$ cat src/rtl/frame_buf_pkg.sv
// Shared types and constants for the frame buffer read-side scan-out logic.
package frame_buf_pkg;

    typedef enum logic [1:0] {
        IDLE  = 2'd0,
        RUN   = 2'd1,
        DRAIN = 2'd2
    } state_t;

    localparam int RD_LAT    = 1;
    localparam int BUF_DEPTH = 2;
    localparam int BUF_CNT_W = $clog2(BUF_DEPTH + 1);

    // A word closes its line when the following address starts a new one.
    function automatic logic is_eol(input int addr, input int line_len);
        return ((addr + 1) % line_len) == 0;
    endfunction

endpackage

$ cat src/rtl/frame_buf_skid_fifo.sv
// Two-entry FIFO that absorbs memory read latency in front of the pixel stream.
module frame_buf_skid_fifo
    import frame_buf_pkg::*;
#(
    parameter int WIDTH = 18
) (
    input  logic                 clk,
    input  logic                 reset,
    input  logic                 push,
    input  logic [WIDTH-1:0]     push_data,
    input  logic                 pop,
    output logic [WIDTH-1:0]     pop_data,
    output logic                 empty,
    output logic                 full,
    output logic [BUF_CNT_W-1:0] count
);

    localparam int PTR_W = $clog2(BUF_DEPTH);

    logic [WIDTH-1:0]     mem_q [BUF_DEPTH];
    logic [WIDTH-1:0]     mem_d [BUF_DEPTH];
    logic [PTR_W-1:0]     wr_ptr_q, wr_ptr_d;
    logic [PTR_W-1:0]     rd_ptr_q, rd_ptr_d;
    logic [BUF_CNT_W-1:0] count_q, count_d;

    // The owner only pushes with room (or a same-cycle pop) and only pops when non-empty.
    always_comb begin
        mem_d    = mem_q;
        wr_ptr_d = wr_ptr_q;
        rd_ptr_d = rd_ptr_q;
        if (push) begin
            mem_d[wr_ptr_q] = push_data;
            wr_ptr_d        = wr_ptr_q + PTR_W'(1);
        end
        if (pop) begin
            rd_ptr_d = rd_ptr_q + PTR_W'(1);
        end
        count_d = count_q + BUF_CNT_W'(push) - BUF_CNT_W'(pop);
    end

    always_ff @(posedge clk or negedge reset) begin
        if (!reset) begin
            for (int i = 0; i < BUF_DEPTH; i++) begin
                mem_q[i] <= '0;
            end
            wr_ptr_q <= '0;
            rd_ptr_q <= '0;
            count_q  <= '0;
        end else begin
            mem_q    <= mem_d;
            wr_ptr_q <= wr_ptr_d;
            rd_ptr_q <= rd_ptr_d;
            count_q  <= count_d;
        end
    end

    assign pop_data = mem_q[rd_ptr_q];
    assign empty    = (count_q == '0);
    assign full     = (count_q == BUF_CNT_W'(BUF_DEPTH));
    assign count    = count_q;

endmodule

$ cat src/rtl/frame_buf_rd_ctrl.sv
// Frame buffer scan-out: walks the memory read port and emits a valid/ready pixel stream.
// Define FRAME_BUF_RD_WRAP_EN for continuous scan; default is single-shot per start pulse.
module frame_buf_rd_ctrl
    import frame_buf_pkg::*;
#(
    parameter int DATA_WIDTH = 16,
    parameter int ADDR_WIDTH = 3,
    parameter int FRAME_LEN  = 8,
    parameter int LINE_LEN   = 4
) (
    input  logic                  clk,
    input  logic                  reset,
    input  logic                  start,
    output logic                  busy,
    output logic                  done,
    output logic                  rd_en,
    output logic [ADDR_WIDTH-1:0] rd_addr,
    input  logic [DATA_WIDTH-1:0] rd_data,
    output logic [DATA_WIDTH-1:0] pix_data,
    output logic                  pix_valid,
    input  logic                  pix_ready,
    output logic                  pix_eol,
    output logic                  pix_last
);

    localparam logic [ADDR_WIDTH-1:0] LAST_ADDR = ADDR_WIDTH'(FRAME_LEN - 1);
    localparam int FIFO_W = DATA_WIDTH + 2;

    state_t                state_q, state_d;
    logic [ADDR_WIDTH-1:0] cnt_q, cnt_d;
    logic [ADDR_WIDTH-1:0] last_addr_q, last_addr_d;
    logic [RD_LAT-1:0]     vld_pipe_q, vld_pipe_d;
    logic [RD_LAT-1:0]     eol_pipe_q, eol_pipe_d;
    logic [RD_LAT-1:0]     last_pipe_q, last_pipe_d;
    logic                  done_q, done_d;

    logic                  fifo_push, fifo_pop, fifo_empty, fifo_full;
    logic [BUF_CNT_W-1:0]  fifo_count;
    logic [FIFO_W-1:0]     fifo_head;
    logic                  credit_ok;

    assign pix_valid = !fifo_empty;
    assign {pix_eol, pix_last, pix_data} = fifo_head;
    assign fifo_pop  = pix_valid && pix_ready;
    assign fifo_push = vld_pipe_q[RD_LAT-1] && (!fifo_full || fifo_pop);

    // Reads still in the memory pipeline already own a buffer slot.
    assign credit_ok = (int'(fifo_count) + $countones(vld_pipe_q) - int'(fifo_pop)) < BUF_DEPTH;

    assign busy = (state_q != IDLE);
    assign done = done_q;

    always_comb begin
        state_d     = state_q;
        cnt_d       = cnt_q;
        last_addr_d = last_addr_q;
        rd_en       = 1'b0;
        rd_addr     = last_addr_q;
        done_d      = fifo_pop && pix_last;

        case (state_q)
            IDLE: begin
                if (start) begin
                    state_d = RUN;
                    cnt_d   = '0;
                end
            end
            RUN: begin
                if (credit_ok) begin
                    rd_en       = 1'b1;
                    rd_addr     = cnt_q;
                    last_addr_d = cnt_q;
                    cnt_d       = cnt_q + ADDR_WIDTH'(1);
                    if (cnt_q == LAST_ADDR) begin
`ifdef FRAME_BUF_RD_WRAP_EN
                        cnt_d = '0;
`else
                        state_d = DRAIN;
`endif
                    end
                end
            end
            DRAIN: begin
                if (fifo_pop && pix_last) begin
                    state_d = IDLE;
                end
            end
            default: state_d = IDLE;
        endcase

        vld_pipe_d  = RD_LAT'({vld_pipe_q, rd_en});
        eol_pipe_d  = RD_LAT'({eol_pipe_q, rd_en && is_eol(int'(cnt_q), LINE_LEN)});
        last_pipe_d = RD_LAT'({last_pipe_q, rd_en && (cnt_q == LAST_ADDR)});
    end

    always_ff @(posedge clk or negedge reset) begin
        if (!reset) begin
            state_q     <= IDLE;
            cnt_q       <= '0;
            last_addr_q <= '0;
            vld_pipe_q  <= '0;
            eol_pipe_q  <= '0;
            last_pipe_q <= '0;
            done_q      <= 1'b0;
        end else begin
            state_q     <= state_d;
            cnt_q       <= cnt_d;
            last_addr_q <= last_addr_d;
            vld_pipe_q  <= vld_pipe_d;
            eol_pipe_q  <= eol_pipe_d;
            last_pipe_q <= last_pipe_d;
            done_q      <= done_d;
        end
    end

    frame_buf_skid_fifo #(
        .WIDTH(FIFO_W)
    ) u_skid_fifo (
        .clk      (clk),
        .reset    (reset),
        .push     (fifo_push),
        .push_data({eol_pipe_q[RD_LAT-1], last_pipe_q[RD_LAT-1], rd_data}),
        .pop      (fifo_pop),
        .pop_data (fifo_head),
        .empty    (fifo_empty),
        .full     (fifo_full),
        .count    (fifo_count)
    );

endmodule

$ cat config.mk
export PLATFORM = sky130hd
export DESIGN_NAME = frame_buf_rd_ctrl
export DESIGN_NICKNAME = d
export VERILOG_FILES = /design/src/rtl/frame_buf_pkg.sv /design/src/rtl/frame_buf_skid_fifo.sv /design/src/rtl/frame_buf_rd_ctrl.sv
export SDC_FILE = /design/constraint.sdc
export NUM_CORES = 1
export LEC_CHECK = 0
export CAP_MARGIN = 0
export CORE_ASPECT_RATIO = 0.75
export CORE_UTILIZATION = 40
export CTS_CLUSTER_SIZE = 40
export DETAILED_ROUTE_END_ITERATION = 16
export PLACE_DENSITY_LB_ADDON = 0.08
export SETUP_SLACK_MARGIN = 0.1
export SYNTH_ARGS = -nofsm -noshare
export SYNTH_HDL_FRONTEND = slang
export SYNTH_HIERARCHICAL = 1
export SYNTH_SLANG_ARGS = --single-unit
$ cat constraint.sdc
create_clock -name clk -period 3.8 [get_ports clk]
set_input_delay 0.76 -clock clk [delete_from_list [all_inputs] [get_ports clk]]
set_output_delay 0.76 -clock clk [all_outputs]
set_load 0.005 [all_outputs]
==> reports/qor.log, run 1 <==
[placed_design] Final HPWL DP 2960 um
[hold_path] worst hold stages 1
[route] mean number of vias per cell 4.73
[critical_path] Data required, critical path 3.04 ns
[hold_path] Hold Path End last_addr_q[2]$_DFF_PN0_
[clocking] clock buffer count from CTS 5
[clocking] TritonCTS clock tree done
[critical_path] cells along the critical path nor2_4, nor2b_4, nor2b_2, o21ai_2, fa_2, a22oi_2, nor3b_4, buf_6, buf_4, mux2_2, dlygate4sd2_1
[global_route] Overflow after GRT 0
[flow_run] max-capacitance violation count 0
[critical_path] Worst Reg-to-Reg Cells 12
[finish] Final Net Count 251
[finish] share of layout cells above drive strength 1 41.1%
[critical_path] CP Max Fanout 4
[critical_path] Setup CP Type flip-flop to output port
[status] run status complete, no violations
[clocking] clock insertion delay at the later pin of the skew report 0.29 ns
[global_route] number of antenna violations at the first check in global routing 0
[global_route] vias in the first global route 1,572
[floorplanning] width of the chip 91.7 um
[clocking] H-tree depth 2
[hold_path] worst min path class flip-flop to flip-flop
[critical_path] data arrival time of the critical path 2.81 ns
[timing] unrepaired setup endpoints after global routing no
[floorplanning] initial core utilization 41.5%
[timing] Hold Vio Cnt, Final 0
[hold_path] hold path startpoint last_addr_q[2]$_DFF_PN0_
[critical_path] Worst R2R Setup Slack 1.36 ns
[clocking] number of buffers added to fix hold violations after cts 0
[timing] headroom to the max-slew limit 23.3%
[critical_path] critical path's largest stage delay 0.53 ns
[timing] Min Clock Period, post-route 3.57 ns
[global_route] first-pass GRT wire length 7620 um
[placed_design] number of cells after detailed placement 288
[synthesis] post-synthesis cell type count 29
[floorplanning] I/O pin total 45
[pwr] power per cell area 989 mW/mm2
[timing] ratio of final minimum period to clock period 93.9%
[synthesis] cell accounting for the most synthesized area sky130_fd_sc_hd__dfrtp_1
[floorplanning] Site Rows 24
[finish] area growth from synthesis to layout 31.2%
[timing] Final Skew 0.00452 ns
[clocking] CTS clock-pin slew for the worst setup and hold paths 0.09 ns
[timing] max-slew violation total from the final report 0
[pwr] peak supply drop 0.551 mV
[floorplanning] die boundary height 69.3 um
[finish] final standard cell count with taps included and fillers excluded 302
[critical_path] Critical Path End Type output port
[route] Pre-antenna DRT Iters 3
[critical_path] master of the slowest instance on the critical path sky130_fd_sc_hd__fa_2
[global_route] GRT Overall Usage 15.4%
[placed_design] number of buffer cells added on primary ports 44
[pwr] P_leak 0.00142 uW
[route] final routed DRC violation total 0
[synthesis] top area cells in the synthesized netlist sky130_fd_sc_hd__dfrtp_1 (54%), sky130_fd_sc_hd__mux2_2 (22%), sky130_fd_sc_hd__mux2_4 (6.2%)
[finish] area of the multi-input gates 0.00106 mm2
[synthesis] Seq cells post-synth 52
[route] Routed WL per cell 14.8 um
[synthesis] Post-Syn Instances 165
[finish] Register Area 0.00130 mm2
[clocking] CTS root buf sky130_fd_sc_hd__clkbuf_8
[finish] number of diodes 0
[synthesis] portion of synthesized cell area occupied by the leading cell type 53.9%
[placed_design] routability congestion estimate from global placement 0.765
[synthesis] post-synthesis instance area 0.00242 mm2
[route] total via count after detailed routing 1,427
[timing] final setup violating endpoints 0
[critical_path] FF-to-FF Start u_skid_fifo/count[0]$_DFF_PN0_
[global_route] pin count of the biggest net entering global routing 53
[route] DRT Wirelength 4470 um
[floorplanning] die area 0.00636 mm2
[clocking] maximum clock path buffer count 2
[route] ANT nets after route 0
[synthesis] Yosys Warn Count 6
[finish] Fill cells 484
[critical_path] reg-to-reg endpoint last_addr_q[0]$_DFF_PN0_
[critical_path] CP startpoint kind flip-flop
[floorplanning] core area 0.00583 mm2
[timing] maximum clock frequency 280 MHz
[synthesis] Avg Inst Size Synth 14.6 um2
[clocking] total clock sinks 52
[timing] measured slew at the worst slew-check pin 1.15 ns
[timing] setup TNS after final layout 0 ns
[synthesis] post-synth net total 192
[synthesis] sequential cell area fraction in the yosys report 53.9%
[route] initial drt markers 47
==> what timing repair did <==
action,CTS,global route
endpoints found under the setup margin,4,3
pin swaps,5,6
setup buffers,5,2
gates resized for setup,23,3
==> state kept, by name, summed over array words and instances (netlist names) <==
signal	count
u_skid_fifo/mem_q	36
cnt_q	3
last_addr_q	3
state_q	2
u_skid_fifo/count	2
done	1
eol_pipe_q	1
last_pipe_q	1
u_skid_fifo/rd_ptr_q	1
u_skid_fifo/wr_ptr_q	1
vld_pipe_q	1
==> synthesized netlist by cell type <==
cell and instances:
sky130_fd_sc_hd__and2_1 2, sky130_fd_sc_hd__fa_1 1, sky130_fd_sc_hd__nand3_1 2, sky130_fd_sc_hd__buf_2 1, sky130_fd_sc_hd__nand2_2 1, sky130_fd_sc_hd__nand2_1 5, sky130_fd_sc_hd__a21oi_1 1, sky130_fd_sc_hd__buf_12 1
sky130_fd_sc_hd__o21bai_1 1, sky130_fd_sc_hd__or4b_1 1, sky130_fd_sc_hd__a21o_1 1, sky130_fd_sc_hd__nor3_1 1, sky130_fd_sc_hd__inv_1 8, sky130_fd_sc_hd__mux2_4 10, sky130_fd_sc_hd__nor2b_2 1, sky130_fd_sc_hd__xor2_1 2
sky130_fd_sc_hd__o21a_1 1, sky130_fd_sc_hd__a22oi_2 1, sky130_fd_sc_hd__xnor2_1 3, sky130_fd_sc_hd__nor3b_4 2, sky130_fd_sc_hd__dfrtp_1 52, sky130_fd_sc_hd__mux2i_1 2, sky130_fd_sc_hd__buf_4 1, sky130_fd_sc_hd__o21ai_0 1
sky130_fd_sc_hd__nor2b_1 3, sky130_fd_sc_hd__mux2_2 47, sky130_fd_sc_hd__nor2_1 5, sky130_fd_sc_hd__ha_1 6, sky130_fd_sc_hd__buf_6 2
==> through the flow <==
| stage | hold slack [ns] | total power [uW] | instance area [um2] | setup WS [ns] | util [%] |
|---|---|---|---|---|---|
| 2_1_floorplan | 0.464 | 1890 | 2420 | 0.487 | - |
| 3_3_place_gp | 0.481 | 2460 | 2950 | -0.340 | 50.7 |
| 3_5_place_dp | 0.485 | 2530 | 2950 | -0.436 | 50.7 |
| 4_1_cts | 0.504 | 3140 | 3150 | 0.101 | 54.0 |
| 5_1_grt | 0.513 | 3360 | 3170 | 0.106 | 54.4 |
| 6_report | 0.497 | 3140 | 3170 | 0.232 | 54.4 |
==> cell families (layout without fill, tap and decap cells) <==
logic type	Yosys count	count (layout)	share of synthesized area, %
flops	52	52	53.9
buf+inv	13	72	3.52
simple gates	23	23	6.06
xor+xnor	5	5	1.81
compound gates	6	6	1.86
fa+ha+maj	7	7	3.94
mux	59	59	28.9
==> layer usage <==
layer,global-route usage (%),vias to the layer above,share of wire [%]
met1,20.9,716,47
met3,4.17,2,4.5
met5,0,-,0
met2,25.1,26,49
li1,-,683,-
met4,2.95,0,0.16
==> power by group <==
group	internal (uW)	total (uW)	switching, uW
combinational	1110	1680	569
clock	259	435	176
sequential	823	1020	195
==> how the worst max path moves through the flow <==
stage | startpoint | end | depth (start not counted)
after floorplan | pix_ready | rd_addr[0] | 7
after global placement | pix_ready | rd_addr[1] | 9
after detailed placement | pix_ready | rd_addr[1] | 9
after CTS | u_skid_fifo/count[0]$_DFF_PN0_ | rd_addr[1] | 12
after global routing | u_skid_fifo/count[0]$_DFF_PN0_ | rd_addr[2] | 12
final | u_skid_fifo/count[0]$_DFF_PN0_ | rd_addr[2] | 11
==> layout make-up <==
class	count	share of cell area (%)
well taps	78	3.08
repair buffers	57	17.2
clock inverters	2	1.89
multi-input cells	100	33.6
inverters	8	0.947
flip-flops and latches	52	41.1
clock buffers	5	2.17
==> worst max-delay path, delay by kind of cell (launching register included) <==
family                     cells  cell delay [ns]
DFF                            1             0.46
adders and majority gates      1             0.53
AOI/OAI and AO/OA              2             0.14
buffers and inverters          3             0.48
and+or+nand+nor                4             0.55
muxes                          1             0.32
==> cell usage in the layout, fill, tap and decap left out, types with 2 or more instances in the layout <==
cell type,n
sky130_fd_sc_hd__nor3b_4,2
sky130_fd_sc_hd__mux2i_1,2
sky130_fd_sc_hd__xnor2_1,2
sky130_fd_sc_hd__ha_1,6
sky130_fd_sc_hd__dfrtp_1,51
sky130_fd_sc_hd__nand2_1,5
sky130_fd_sc_hd__xor2_1,2
sky130_fd_sc_hd__and2_1,2
sky130_fd_sc_hd__mux2_2,46
sky130_fd_sc_hd__bufinv_16,2
sky130_fd_sc_hd__dlygate4sd2_1,2
sky130_fd_sc_hd__nand3_1,2
sky130_fd_sc_hd__nor2_1,4
sky130_fd_sc_hd__buf_6,3
sky130_fd_sc_hd__clkbuf_8,5
sky130_fd_sc_hd__mux2_4,11
sky130_fd_sc_hd__inv_1,8
sky130_fd_sc_hd__nor2b_2,2
sky130_fd_sc_hd__clkdlybuf4s50_1,38
sky130_fd_sc_hd__buf_4,10
sky130_fd_sc_hd__buf_2,2
No activity file was read; power rests on OpenSTA's default activity.
==> run 2, diff against run 1 <==
- CORE_ASPECT_RATIO: 0.75 -> 1.4
- CORE_UTILIZATION: 40 -> 52
==> run 2 against run 1 <==
Sequential share of layout area grew 0.79 points. Utilization grew 15 points. Clock power shrank 6.7%. Critical path type is now input pin to output port.
==> reports/qor.log, run 2 (synthesis results as in run 1) <==
[floorplanning] die area 0.00493 mm2
[finish] most used cells in the layout excluding fill and tap cells sky130_fd_sc_hd__dfrtp_1 (52), sky130_fd_sc_hd__mux2_2 (46), sky130_fd_sc_hd__clkdlybuf4s50_1 (38), sky130_fd_sc_hd__mux2_4 (11), sky130_fd_sc_hd__buf_4 (9)
[finish] share of layout cells above drive strength 1 39.6%
[critical_path] critical path's largest stage delay 0.36 ns
[flow_run] max-capacitance violation count 0
[finish] area growth from synthesis to layout 28.6%
[floorplanning] initial core utilization 53.7%
[clocking] H-tree depth 2
[floorplanning] Site Rows 29
[floorplanning] I/O pin total 45
[critical_path] Setup CP Type input pin to output port
[timing] measured slew at the worst slew-check pin 1.14 ns
[global_route] pin count of the biggest net entering global routing 53
[placed_design] number of buffer cells added on primary ports 44
[floorplanning] core area 0.00450 mm2
[global_route] GRT Overall Usage 19.6%
[route] final routed DRC violation total 0
[route] Routed WL per cell 15.7 um
[timing] headroom to the max-slew limit 24.2%
[hold_path] Hold Path End last_addr_q[0]$_DFF_PN0_
[timing] max-slew violation total from the final report 0
[finish] Final Net Count 248
[finish] leading cell type in the layout, fill and taps excluded sky130_fd_sc_hd__dfrtp_1
[status] run status complete, no violations
[timing] worst hold slack 0.500 ns
[timing] maximum clock frequency 276 MHz
[timing] Hold Vio Cnt, Final 0
[clocking] CTS root buf sky130_fd_sc_hd__clkbuf_8
[timing] Min Clock Period, post-route 3.62 ns
[critical_path] cell seen most often among critical-path stages sky130_fd_sc_hd__buf_6
[pwr] P_leak 0.00140 uW
[critical_path] cells along the critical path dlygate4sd2_1, nor2b_4, nor2b_2, o21ai_2, fa_2, xnor2_2, a22oi_2, nor3b_4, buf_6, buf_4, mux2_4, buf_6
[global_route] Overflow after GRT 0
[global_route] number of antenna violations at the first check in global routing 0
[route] Pre-antenna DRT Iters 3
[critical_path] CP startpoint kind input pin
[route] DRT Wirelength 4470 um
[hold_path] hold path startpoint last_addr_q[0]$_DFF_PN0_
[clocking] clock insertion delay at the later pin of the skew report 0.30 ns
[global_route] vias in the first global route 1,439
[route] total via count after detailed routing 1,428
[clocking] clock buffer count from CTS 5
[finish] Fill cells 369
[critical_path] CP Max Fanout 4
[finish] Most flops, register u_skid_fifo/mem_q
[placed_design] routability congestion estimate from global placement 0.725
[pwr] power per cell area 975 mW/mm2
[route] initial drt markers 52
[clocking] number of buffers added to fix hold violations after cts 0
[timing] final setup violating endpoints 0
[critical_path] FF-to-FF Start u_skid_fifo/count[0]$_DFF_PN0_
[critical_path] Worst Reg-to-Reg Cells 10
[pwr] peak supply drop 0.536 mV
[clocking] TritonCTS clock tree done
[critical_path] Critical Path End Type output port
[timing] Final Skew 0.0100 ns
[hold_path] worst hold stages 1
[timing] setup TNS after final layout 0 ns
[finish] largest registers in the final layout u_skid_fifo/mem_q: 36 flops, cnt_q: 3 flops, last_addr_q: 3 flops
[route] mean number of vias per cell 5.03
[timing] ratio of final minimum period to clock period 95.3%
[critical_path] master of the slowest instance on the critical path sky130_fd_sc_hd__fa_2
[clocking] total clock sinks 52
[timing] setup ws final 0.178 ns
[finish] number of diodes 0
[critical_path] Worst R2R Setup Slack 1.27 ns
[clocking] maximum clock path buffer count 2
[route] ANT nets after route 0
[floorplanning] width of the chip 59.6 um
[finish] number of flip-flops in the largest register 36
[global_route] first-pass GRT wire length 6980 um
[placed_design] minimum setup slack after placement -0.377 ns
[critical_path] reg-to-reg endpoint cnt_q[0]$_DFFE_PN0P_
[placed_design] Final HPWL DP 3130 um
[floorplanning] die boundary height 82.7 um
[timing] unrepaired setup endpoints after global routing no
[hold_path] worst min path class flip-flop to flip-flop
[critical_path] Data required, critical path 3.04 ns
[critical_path] CP startpoint pix_ready
[critical_path] data arrival time of the critical path 2.86 ns
[clocking] CTS clock-pin slew for the worst setup and hold paths 0.09 ns
[run 2: metal layers]
metal  wire length [um]  vias up  global-route usage (%)
met4                 60        0                    8.37
met3                198        6                    3.58
met2               2490       30                    35.3
li1                   -      680                       -
met5                  0        -                       0
met1               1730      712                    22.3
[run 2: where the power goes]
group          switching [uW]  leakage (uW)  total (uW)  internal [uW]
Clock                     174     0.0000645         406            232
Sequential                198      0.000631        1020            823
Combinational             547      0.000707        1600           1060
Total                     918       0.00140        3030           2110
[run 2: per-stage QoR]
step | area, um2 | instances | util, % | power, uW
5_1_grt | 3110 | 284 | 69.1 | 3230
4_1_cts | 3110 | 284 | 69.0 | 3070
3_5_place_dp | 2920 | 272 | 64.9 | 2530
2_1_floorplan | 2420 | 165 | - | 1890
3_3_place_gp | 2920 | 272 | 64.9 | 2430
6_report | 3110 | 284 | 69.1 | 3030
[run 2: worst max path at each step]
stage,endpoint,cells past startpoint
after global placement,rd_addr[0],10
final,rd_addr[1],12
after CTS,rd_addr[1],12
after detailed placement,rd_addr[1],10
after global routing,rd_addr[1],12
after floorplan,rd_addr[0],7
[run 2: area by class of cell]
class / instances / area [um2] / area share (%)
clock buffer: 7 / 96.3 / 3.10
clock inverter: 1 / 30.0 / 0.966
timing repair buffer: 54 / 513 / 16.5
sequential: 52 / 1300 / 41.9
tap: 62 / 77.6 / 2.50
inverter: 8 / 30.0 / 0.966
multi-input combinational: 100 / 1060 / 34.1
[run 2: what timing repair did]
item | CTS | global route
pin swaps | 5 | 2
setup buffers | 4 | 0
gates resized for setup | 20 | 1
endpoints found under the setup margin | 4 | 4
[run 2: critical path: cells and delay by family]
kind                     cells  cell delay [ns]
multiplexers                 1             0.30
XOR/XNOR                     1             0.14
AND/OR/NAND/NOR              3             0.35
AO/OA/AOI/OAI                2             0.32
buffers and inverters        4             0.63
adder cells (fa/ha/maj)      1             0.36
